==> src/rtl/mc_pkg.sv <==
// Shared encodings for the multicycle MIPS-subset controller: FSM states,
// opcode/funct values, ALU operation codes and datapath mux selects.
package mc_pkg;

  localparam int STATE_BITS = 4;

  localparam logic [3:0] ST_FETCH    = 4'd0;
  localparam logic [3:0] ST_DECODE   = 4'd1;
  localparam logic [3:0] ST_EXEC_R   = 4'd2;
  localparam logic [3:0] ST_WB_R     = 4'd3;
  localparam logic [3:0] ST_EXEC_I   = 4'd4;
  localparam logic [3:0] ST_WB_I     = 4'd5;
  localparam logic [3:0] ST_MEM_ADDR = 4'd6;
  localparam logic [3:0] ST_MEM_RD   = 4'd7;
  localparam logic [3:0] ST_WB_MEM   = 4'd8;
  localparam logic [3:0] ST_MEM_WR   = 4'd9;
  localparam logic [3:0] ST_BRANCH   = 4'd10;
  localparam logic [3:0] ST_JUMP     = 4'd11;
  localparam logic [3:0] ST_TRAP     = 4'd12;

  localparam logic [5:0] OP_RTYPE = 6'h00;
  localparam logic [5:0] OP_J     = 6'h02;
  localparam logic [5:0] OP_JAL   = 6'h03;
  localparam logic [5:0] OP_BEQ   = 6'h04;
  localparam logic [5:0] OP_ORI   = 6'h0D;
  localparam logic [5:0] OP_LUI   = 6'h0F;
  localparam logic [5:0] OP_LW    = 6'h23;
  localparam logic [5:0] OP_SW    = 6'h2B;

  localparam logic [5:0] FN_SLL  = 6'h00;
  localparam logic [5:0] FN_JR   = 6'h08;
  localparam logic [5:0] FN_ADDU = 6'h21;
  localparam logic [5:0] FN_SUBU = 6'h23;

  localparam logic [2:0] ALU_ADD = 3'd0;
  localparam logic [2:0] ALU_SUB = 3'd1;
  localparam logic [2:0] ALU_OR  = 3'd2;
  localparam logic [2:0] ALU_LUI = 3'd3;

  localparam logic [1:0] REGDST_RT = 2'd0;
  localparam logic [1:0] REGDST_RD = 2'd1;
  localparam logic [1:0] REGDST_RA = 2'd2;

  localparam logic [1:0] MEMTOREG_ALU = 2'd0;
  localparam logic [1:0] MEMTOREG_MEM = 2'd1;
  localparam logic [1:0] MEMTOREG_PC  = 2'd2;

  localparam logic [1:0] PCSRC_ALU    = 2'd0;
  localparam logic [1:0] PCSRC_ALUOUT = 2'd1;
  localparam logic [1:0] PCSRC_JUMP   = 2'd2;
  localparam logic [1:0] PCSRC_RS     = 2'd3;

  localparam logic [1:0] SRCB_REG  = 2'd0;
  localparam logic [1:0] SRCB_FOUR = 2'd1;
  localparam logic [1:0] SRCB_IMM  = 2'd2;
  localparam logic [1:0] SRCB_BOFF = 2'd3;

  typedef struct packed {
    logic alu_r;
    logic sub;
    logic alu_i;
    logic lui;
    logic load;
    logic store;
    logic branch;
    logic jump;
    logic link;
    logic jump_reg;
    logic legal;
  } instr_class_t;

  // Memory offsets and branch displacements are signed; ori's immediate is not.
  function automatic logic ext_sign(instr_class_t c);
    return c.load | c.store | c.branch;
  endfunction

endpackage

==> src/rtl/mc_decode.sv <==
// Combinational op/funct decode into the instruction-class flags that steer
// both the DECODE transition and the per-state outputs.
module mc_decode
  import mc_pkg::*;
(
  input  logic [5:0]   op,
  input  logic [5:0]   funct,
  output instr_class_t cls
);

  logic rtype;
  logic nop;

  assign rtype = (op == OP_RTYPE);
  assign nop   = rtype && (funct == FN_SLL);

  always_comb begin
    cls          = '0;
    cls.alu_r    = rtype && ((funct == FN_ADDU) || (funct == FN_SUBU));
    cls.sub      = rtype && (funct == FN_SUBU);
    cls.jump_reg = rtype && (funct == FN_JR);
    cls.alu_i    = (op == OP_ORI) || (op == OP_LUI);
    cls.lui      = (op == OP_LUI);
    cls.load     = (op == OP_LW);
    cls.store    = (op == OP_SW);
    cls.branch   = (op == OP_BEQ);
    cls.link     = (op == OP_JAL);
    cls.jump     = (op == OP_J) || (op == OP_JAL) || cls.jump_reg;
    cls.legal    = cls.alu_r | cls.alu_i | cls.load | cls.store |
                   cls.branch | cls.jump | nop;
  end

endmodule

==> src/rtl/multicycle_ctrl.sv <==
// Multicycle MIPS-subset control FSM (Moore outputs, qualified by mem_ready/zero).
// Optional macro MULTICYCLE_CTRL_ILLEGAL_TRAP_EN: unsupported instructions trap.
module multicycle_ctrl
  import mc_pkg::*;
#(
  parameter int STATE_W = 4
) (
  input  logic               clk,
  input  logic               reset,
  input  logic [5:0]         op,
  input  logic [5:0]         funct,
  input  logic               zero,
  input  logic               mem_ready,
  output logic               PCWrite,
  output logic               IRWrite,
  output logic               MemRead,
  output logic               MemWrite,
  output logic               RegWrite,
  output logic               ALUSrcA,
  output logic               IorD,
  output logic               ExtOp,
  output logic               illegal,
  output logic [1:0]         ALUSrcB,
  output logic [1:0]         RegDst,
  output logic [1:0]         MemtoReg,
  output logic [1:0]         PCSource,
  output logic [2:0]         ALUControl,
  output logic [STATE_W-1:0] state
);

  logic [STATE_BITS-1:0] cur;
  logic [STATE_BITS-1:0] nxt;
  instr_class_t          cls;

  mc_decode u_decode (
    .op    (op),
    .funct (funct),
    .cls   (cls)
  );

  always_ff @(posedge clk or negedge reset) begin
    if (!reset) cur <= ST_FETCH;
    else        cur <= nxt;
  end

  assign state = STATE_W'(cur);

  always_comb begin
    nxt = cur;
    case (cur)
      ST_FETCH:    if (mem_ready) nxt = ST_DECODE;
      ST_DECODE: begin
        if (cls.alu_r)                  nxt = ST_EXEC_R;
        else if (cls.alu_i)             nxt = ST_EXEC_I;
        else if (cls.load || cls.store) nxt = ST_MEM_ADDR;
        else if (cls.branch)            nxt = ST_BRANCH;
        else if (cls.jump)              nxt = ST_JUMP;
`ifdef MULTICYCLE_CTRL_ILLEGAL_TRAP_EN
        else if (!cls.legal)            nxt = ST_TRAP;
`else
        else if (!cls.legal)            nxt = ST_FETCH;
`endif
        else                            nxt = ST_FETCH;
      end
      ST_EXEC_R:   nxt = ST_WB_R;
      ST_EXEC_I:   nxt = ST_WB_I;
      ST_MEM_ADDR: nxt = cls.load ? ST_MEM_RD : ST_MEM_WR;
      ST_MEM_RD:   if (mem_ready) nxt = ST_WB_MEM;
      ST_MEM_WR:   if (mem_ready) nxt = ST_FETCH;
      ST_WB_R, ST_WB_I, ST_WB_MEM, ST_BRANCH, ST_JUMP: nxt = ST_FETCH;
      ST_TRAP:     nxt = ST_TRAP;
      default:     nxt = ST_FETCH;
    endcase
  end

  // Outputs are forced low while reset is held so an aborted access never strobes.
  always_comb begin
    PCWrite    = 1'b0;
    IRWrite    = 1'b0;
    MemRead    = 1'b0;
    MemWrite   = 1'b0;
    RegWrite   = 1'b0;
    ALUSrcA    = 1'b0;
    IorD       = 1'b0;
    ExtOp      = 1'b0;
    ALUSrcB    = SRCB_REG;
    RegDst     = REGDST_RT;
    MemtoReg   = MEMTOREG_ALU;
    PCSource   = PCSRC_ALU;
    ALUControl = ALU_ADD;
    if (reset) begin
      if ((cur != ST_FETCH) && (cur != ST_TRAP)) ExtOp = ext_sign(cls);
      case (cur)
        ST_FETCH: begin
          MemRead = 1'b1;
          if (mem_ready) begin
            IRWrite  = 1'b1;
            PCWrite  = 1'b1;
            ALUSrcB  = SRCB_FOUR;
          end
        end
        ST_DECODE: ALUSrcB = SRCB_BOFF;
        ST_EXEC_R: begin
          ALUSrcA    = 1'b1;
          ALUControl = cls.sub ? ALU_SUB : ALU_ADD;
        end
        ST_WB_R: begin
          RegWrite = 1'b1;
          RegDst   = REGDST_RD;
        end
        ST_EXEC_I: begin
          ALUSrcA    = 1'b1;
          ALUSrcB    = SRCB_IMM;
          ALUControl = cls.lui ? ALU_LUI : ALU_OR;
        end
        ST_WB_I:   RegWrite = 1'b1;
        ST_MEM_ADDR: begin
          ALUSrcA = 1'b1;
          ALUSrcB = SRCB_IMM;
        end
        ST_MEM_RD: begin
          IorD    = 1'b1;
          MemRead = 1'b1;
        end
        ST_WB_MEM: begin
          RegWrite = 1'b1;
          MemtoReg = MEMTOREG_MEM;
        end
        ST_MEM_WR: begin
          IorD     = 1'b1;
          MemWrite = 1'b1;
        end
        ST_BRANCH: begin
          ALUSrcA    = 1'b1;
          ALUControl = ALU_SUB;
          PCSource   = PCSRC_ALUOUT;
          PCWrite    = zero;
        end
        ST_JUMP: begin
          PCWrite  = 1'b1;
          PCSource = cls.jump_reg ? PCSRC_RS : PCSRC_JUMP;
          if (cls.link) begin
            RegWrite = 1'b1;
            RegDst   = REGDST_RA;
            MemtoReg = MEMTOREG_PC;
          end
        end
        ST_TRAP: ;
        default: ;
      endcase
    end
  end

`ifdef MULTICYCLE_CTRL_ILLEGAL_TRAP_EN
  // TRAP is only left through reset, which makes the flag sticky.
  assign illegal = reset && (cur == ST_TRAP);
`else
  assign illegal = 1'b0;
`endif

endmodule

==> config.mk <==
export PLATFORM = sky130hd
export DESIGN_NAME = multicycle_ctrl
export DESIGN_NICKNAME = d
export VERILOG_FILES = /design/src/rtl/mc_pkg.sv /design/src/rtl/mc_decode.sv /design/src/rtl/multicycle_ctrl.sv
export SDC_FILE = /design/constraint.sdc
export NUM_CORES = 1
export LEC_CHECK = 0
export ABC_CLOCK_PERIOD_IN_PS = 4400
export CAP_MARGIN = 20
export CORE_UTILIZATION = 41
export DETAILED_ROUTE_END_ITERATION = 7
export GPL_ROUTABILITY_DRIVEN = 0
export PLACE_DENSITY = 0.85
export SYNTH_ARGS = -nofsm -noshare
export SYNTH_HDL_FRONTEND = slang
export SYNTH_SLANG_ARGS = --single-unit
==> constraint.sdc <==
create_clock -name clk -period 4.4 [get_ports clk]
set_input_delay 0.88 -clock clk [delete_from_list [all_inputs] [get_ports clk]]
set_output_delay 0.88 -clock clk [all_outputs]
set_load 0.02 [all_outputs]
== Word level (Yosys, flattened, before mapping) ==
Index checks and enable logic that the tools add are counted.
Cells by class
  equality and inequality tests: 26
  mux-type cells: 43
  bitwise operators: 2
  reductions and logical operators: 18
Operators by type and width (count)
  4-bit 2-to-1 mux: 9
  4-bit one-hot mux with 8 select lines: 1
  6-bit equality test, second input constant: 4
  4-bit equality test, second input constant: 5
  1-bit 2-to-1 mux: 20
  6-bit by 4-bit equality test with 1-bit output, second input constant: 3
  4-bit by 3-bit equality test with 1-bit output, second input constant: 4
  6-bit by 2-bit equality test with 1-bit output, second input constant: 2
  2-bit 2-to-1 mux: 6
  2-bit one-hot mux with 2 select lines: 3
  2-bit one-hot mux with 3 select lines: 2
  4-bit by 2-bit equality test with 1-bit output, second input constant: 2
  6-bit by 3-bit equality test with 1-bit output, second input constant: 1
  6-bit zero test: 1
  2-bit != test, second input constant: 3
  2-bit OR reduction: 3
  1-bit logical OR: 5
  4-bit by 1-bit equality test with 1-bit output, second input constant: 1
  1-bit logical AND: 4
  4-bit zero test: 1
  4-bit != test, second input constant: 1
  4-bit nonzero test: 1
  4-bit OR reduction: 1
  1-bit one-hot mux with 3 select lines: 1
  4 further kinds: 5
Storage, ports and cells
  flip-flop bits (word level): 4
  bits of input ports: 16
  output and inout bits: 24
  word-level logic and storage cells: 90

== Longest topological paths before layout ==
  depth in word-level cells: 9
  depth in mapped cells: 6

== By module ==
A second synthesis with hierarchy kept.
Second synthesis, totals
  cell total of the unflattened synthesis: 126
  area, all modules: 857.1 um2
Modules (own cells, without submodules)
  multicycle_ctrl: instances 1, cells each 96, area an instance 656.9 um2, sequential area each 100.1 um2
  mc_decode: instances 1, cells each 30, area an instance 200.2 um2, sequential area each 0.0 um2

== Worst setup path before layout ==
Ideal clock, no wire load.
  path type: input port to output port
  start point: in op[3]
  end point: out ALUControl[0]
  arrival: 2.300 ns
  required time: 3.520 ns
  path slack: 1.220 ns
  cell stages on the path: 5
  path buffers: 1
  cell sequence: or4_4 buf_6 nor3_4 a21oi_2 o41ai_2
On the way
  cells in the longest elaborated chain, start to end: 5
RTL lines
  start: declaration: line multicycle_ctrl.sv:10  | input logic [5:0] op,
  6-bit zero test: line mc_decode.sv:14  | assign rtype = (op == OP_RTYPE);
  1-bit logical AND: line mc_decode.sv:20  | cls.sub = rtype && (funct == FN_SUBU);
  1-bit 2-to-1 mux: line multicycle_ctrl.sv:105  | ALUControl = cls.sub ? ALU_SUB : ALU_ADD;
  2-bit one-hot mux with 3 select lines *: line multicycle_ctrl.sv:93  | case (cur)
  2-bit 2-to-1 mux *: line multicycle_ctrl.sv:91  | if (reset) begin
  end: declaration: line multicycle_ctrl.sv:27  | output logic [2:0] ALUControl,
Mark *: on every way between the ends. The rest lies on a longest branch, timed or not.

== Worst setup path in the final report ==
  start point: in op[1]
  end point: out ALUControl[0]
The elaborated chain is that of the path after synthesis.

==> summary.txt <==
Wirelength per Cell: 13.7 um
Internal Power: 0.163 mW
Peak VDD IR: 0.000317 V
Ys flop type: dfrtp_1
Port Buffer Count: 37
CP startpoint kind: primary input
Die area: 1900 sq um
N_diodes: 0
Area growth syn-to-layout: 52.6%
Dominant cell by count in the synthesized netlist: nor2_1
DR vias: 956
Post-synthesis sequential area ratio: 14.1%
Final setup vio count: 0
Hold Buf Count CTS: 0
Residual DRC: 4
Worst Setup End Kind: primary output
Net load switching power: 0.150 mW
Top Ports: 40
First-pass GRT wire length: 3.57 mm
Worst clock skew: 0.0171 ns
CTS Buf Count: 3
Fmax achieved: 244 MHz
Share of layout cells above drive strength 1: 7.04%
Die height: 43.6 um
Max reg flops: 4
Cells after synthesis: 109
Post-synth EDFFs: 0
Ys async rst share: 100%
Outcome: finished, violations left
Vias in the first global route: 817
Distinct cell type count of the synthesized netlist: 40
# Max-Cap Violations: 0
Crit path kind: in -> out
DRT iter0 DRCs: 40
CTS tree: built
H-tree depth: 1
Final Critical Period: 4.10 ns
Drt via density: 6.05
Clock transition at the registers of the reported paths: 0.05 ns
DRT antenna net count: 0
Post-DP HPWL: 1.68 mm
Max-slew violations: 0
Largest net degree at the start of global routing: 22
WL final: 2.17 mm
Clock share of power: 15.5%
DR pass1 iterations: 6
Post-CTS Setup Inserts: 0
Hold Crit Class: reg -> reg
Worst rel slew slack: 61.1%
Clock root cell: clkbuf_4
Power share of the combinational group: 60.1%
R2R Setup Slk: 2.74 ns
Hold Fails Final Rpt: 0
Worst skew pair latency: 0.25 ns
Top post-synthesis cells by area: dfrtp_1, nor2_1, nand2_1
Fin Setup TNS: 0 ns
Worst reg2reg path depth: 5
Unrepaired setup endpoints after global routing: false
Clock tree buffer depth: 2
Overflow after GRT: 0
CP Launch Point: op[1]
Power share of the sequential group: 24.4%
Number of synthesis warnings: 0
CTS sink count: 4
RR Endpoint: state[0]$_DFFE_PN0P_
Die Width: 43.6 um
Failing checks: design-rule violations
Leak: 0.415 nW
Antenna violations before repair: 0
Starting Density: 45.6%
Least-Margin Pin Slew: 0.584 ns
Fin area: 1080 sq um
Nets: 160
Mapped Area: 711 sq um
CORE AREA: 1560 sq um
Site Rows: 14
Total cell area at the placement stage: 1060 sq um
Sw Ratio: 48.0%
Crit path max fanout: 7
Critical path arrival: 3.22 ns
Total GRT Usage: 25.2%
PD cells: 288 nW/um^2
Critical Path Sink: ALUControl[0]
Syn Area/Cell: 6.52 sq um
Fin Hold WS: 0.820 ns
Post-CTS sizing: 0
WP data required: 3.52 ns
Fin crit share: 93.2%
Largest area contributor in the netlist: dfrtp_1
Post-synthesis register bit count: 4
Synth top cells by count: nor2_1, nand2_1, a21oi_1, o21ai_0
Top-area cell type share of the netlist area: 14.1%
RR Startpoint: state[0]$_DFFE_PN0P_
## worst min path at each step
stage | from | endpoint | slack (ns) | depth (start not counted)
final | state[3]$_DFFE_PN0P_ | state[0]$_DFFE_PN0P_ | 0.82 | 1
after global routing | state[3]$_DFFE_PN0P_ | state[0]$_DFFE_PN0P_ | 0.85 | 1
after CTS | state[3]$_DFFE_PN0P_ | state[0]$_DFFE_PN0P_ | 0.82 | 1
after detailed placement | state[3]$_DFFE_PN0P_ | state[0]$_DFFE_PN0P_ | 0.81 | 1
after global placement | state[3]$_DFFE_PN0P_ | state[0]$_DFFE_PN0P_ | 0.81 | 1
after floorplan | reset | state[0]$_DFFE_PN0P_ | 0.58 | 0
## metal layers
metal / routed length [um] / vias up / track usage [%]
met3: 169 / 10 / 3.75
met1: 903 / 416 / 31.5
met2: 1010 / 67 / 40.3
met5: 0 / - / 0
met4: 82 / 0 / 15.6
li1: - / 463 / -
## kinds of logic after synthesis
group	share of synthesized area (%)
buf+inv	9.15
other cells	0.528
flops	14.1
simple gates	50.0
mux	4.40
compound gates	21.8
## power by group through the flow
stage | clock network (mW) | registers, mW | logic [mW]
4_1_cts | 0.0496 | 0.0757 | 0.187
3_5_place_dp | 0 | 0.0761 | 0.186
2_1_floorplan | 0 | 0.0590 | 0.126
3_3_place_gp | 0 | 0.0755 | 0.182
5_1_grt | 0.0530 | 0.0810 | 0.204
6_report | 0.0485 | 0.0762 | 0.188
## stage by stage
stage          total power [mW]  worst slack (ns)  util [%]  cells
3_5_place_dp              0.262             0.297      68.1    155
2_1_floorplan             0.185              1.22         -    110
3_3_place_gp              0.257             0.352      68.1    155
4_1_cts                   0.312             0.304      69.6    158
6_report                  0.313             0.301      69.6    158
5_1_grt                   0.338             0.216      69.6    158
## final cells by class
class                      count  area (sq um)
fill                         143           474
clock buffer                   3          22.5
tap                           16          20.0
inverter                       4          15.0
timing repair buffer          38           378
multi-input combinational     93           549
sequential                     4           100
## worst max-delay path: stages
cell	delay, ns
clkdlybuf4s50_1	0.50
or4_1	0.61
nor3_4	0.28
a21oi_2	0.09
o41ai_2	0.21
clkdlybuf4s50_1	0.65
## placed cells by master, fill, tap and decap left out, types with 4 or more instances in the layout
| cell | count |
|---|---|
| nor3_1 | 5 |
| nand2b_1 | 4 |
| a21oi_1 | 6 |
| nand2_1 | 13 |
| nand3_1 | 4 |
| inv_1 | 4 |
| clkdlybuf4s50_1 | 37 |
| nor2_1 | 17 |
| dfrtp_1 | 4 |
| o21ai_0 | 6 |
Note: power is estimated with default switching activity, not from simulation.
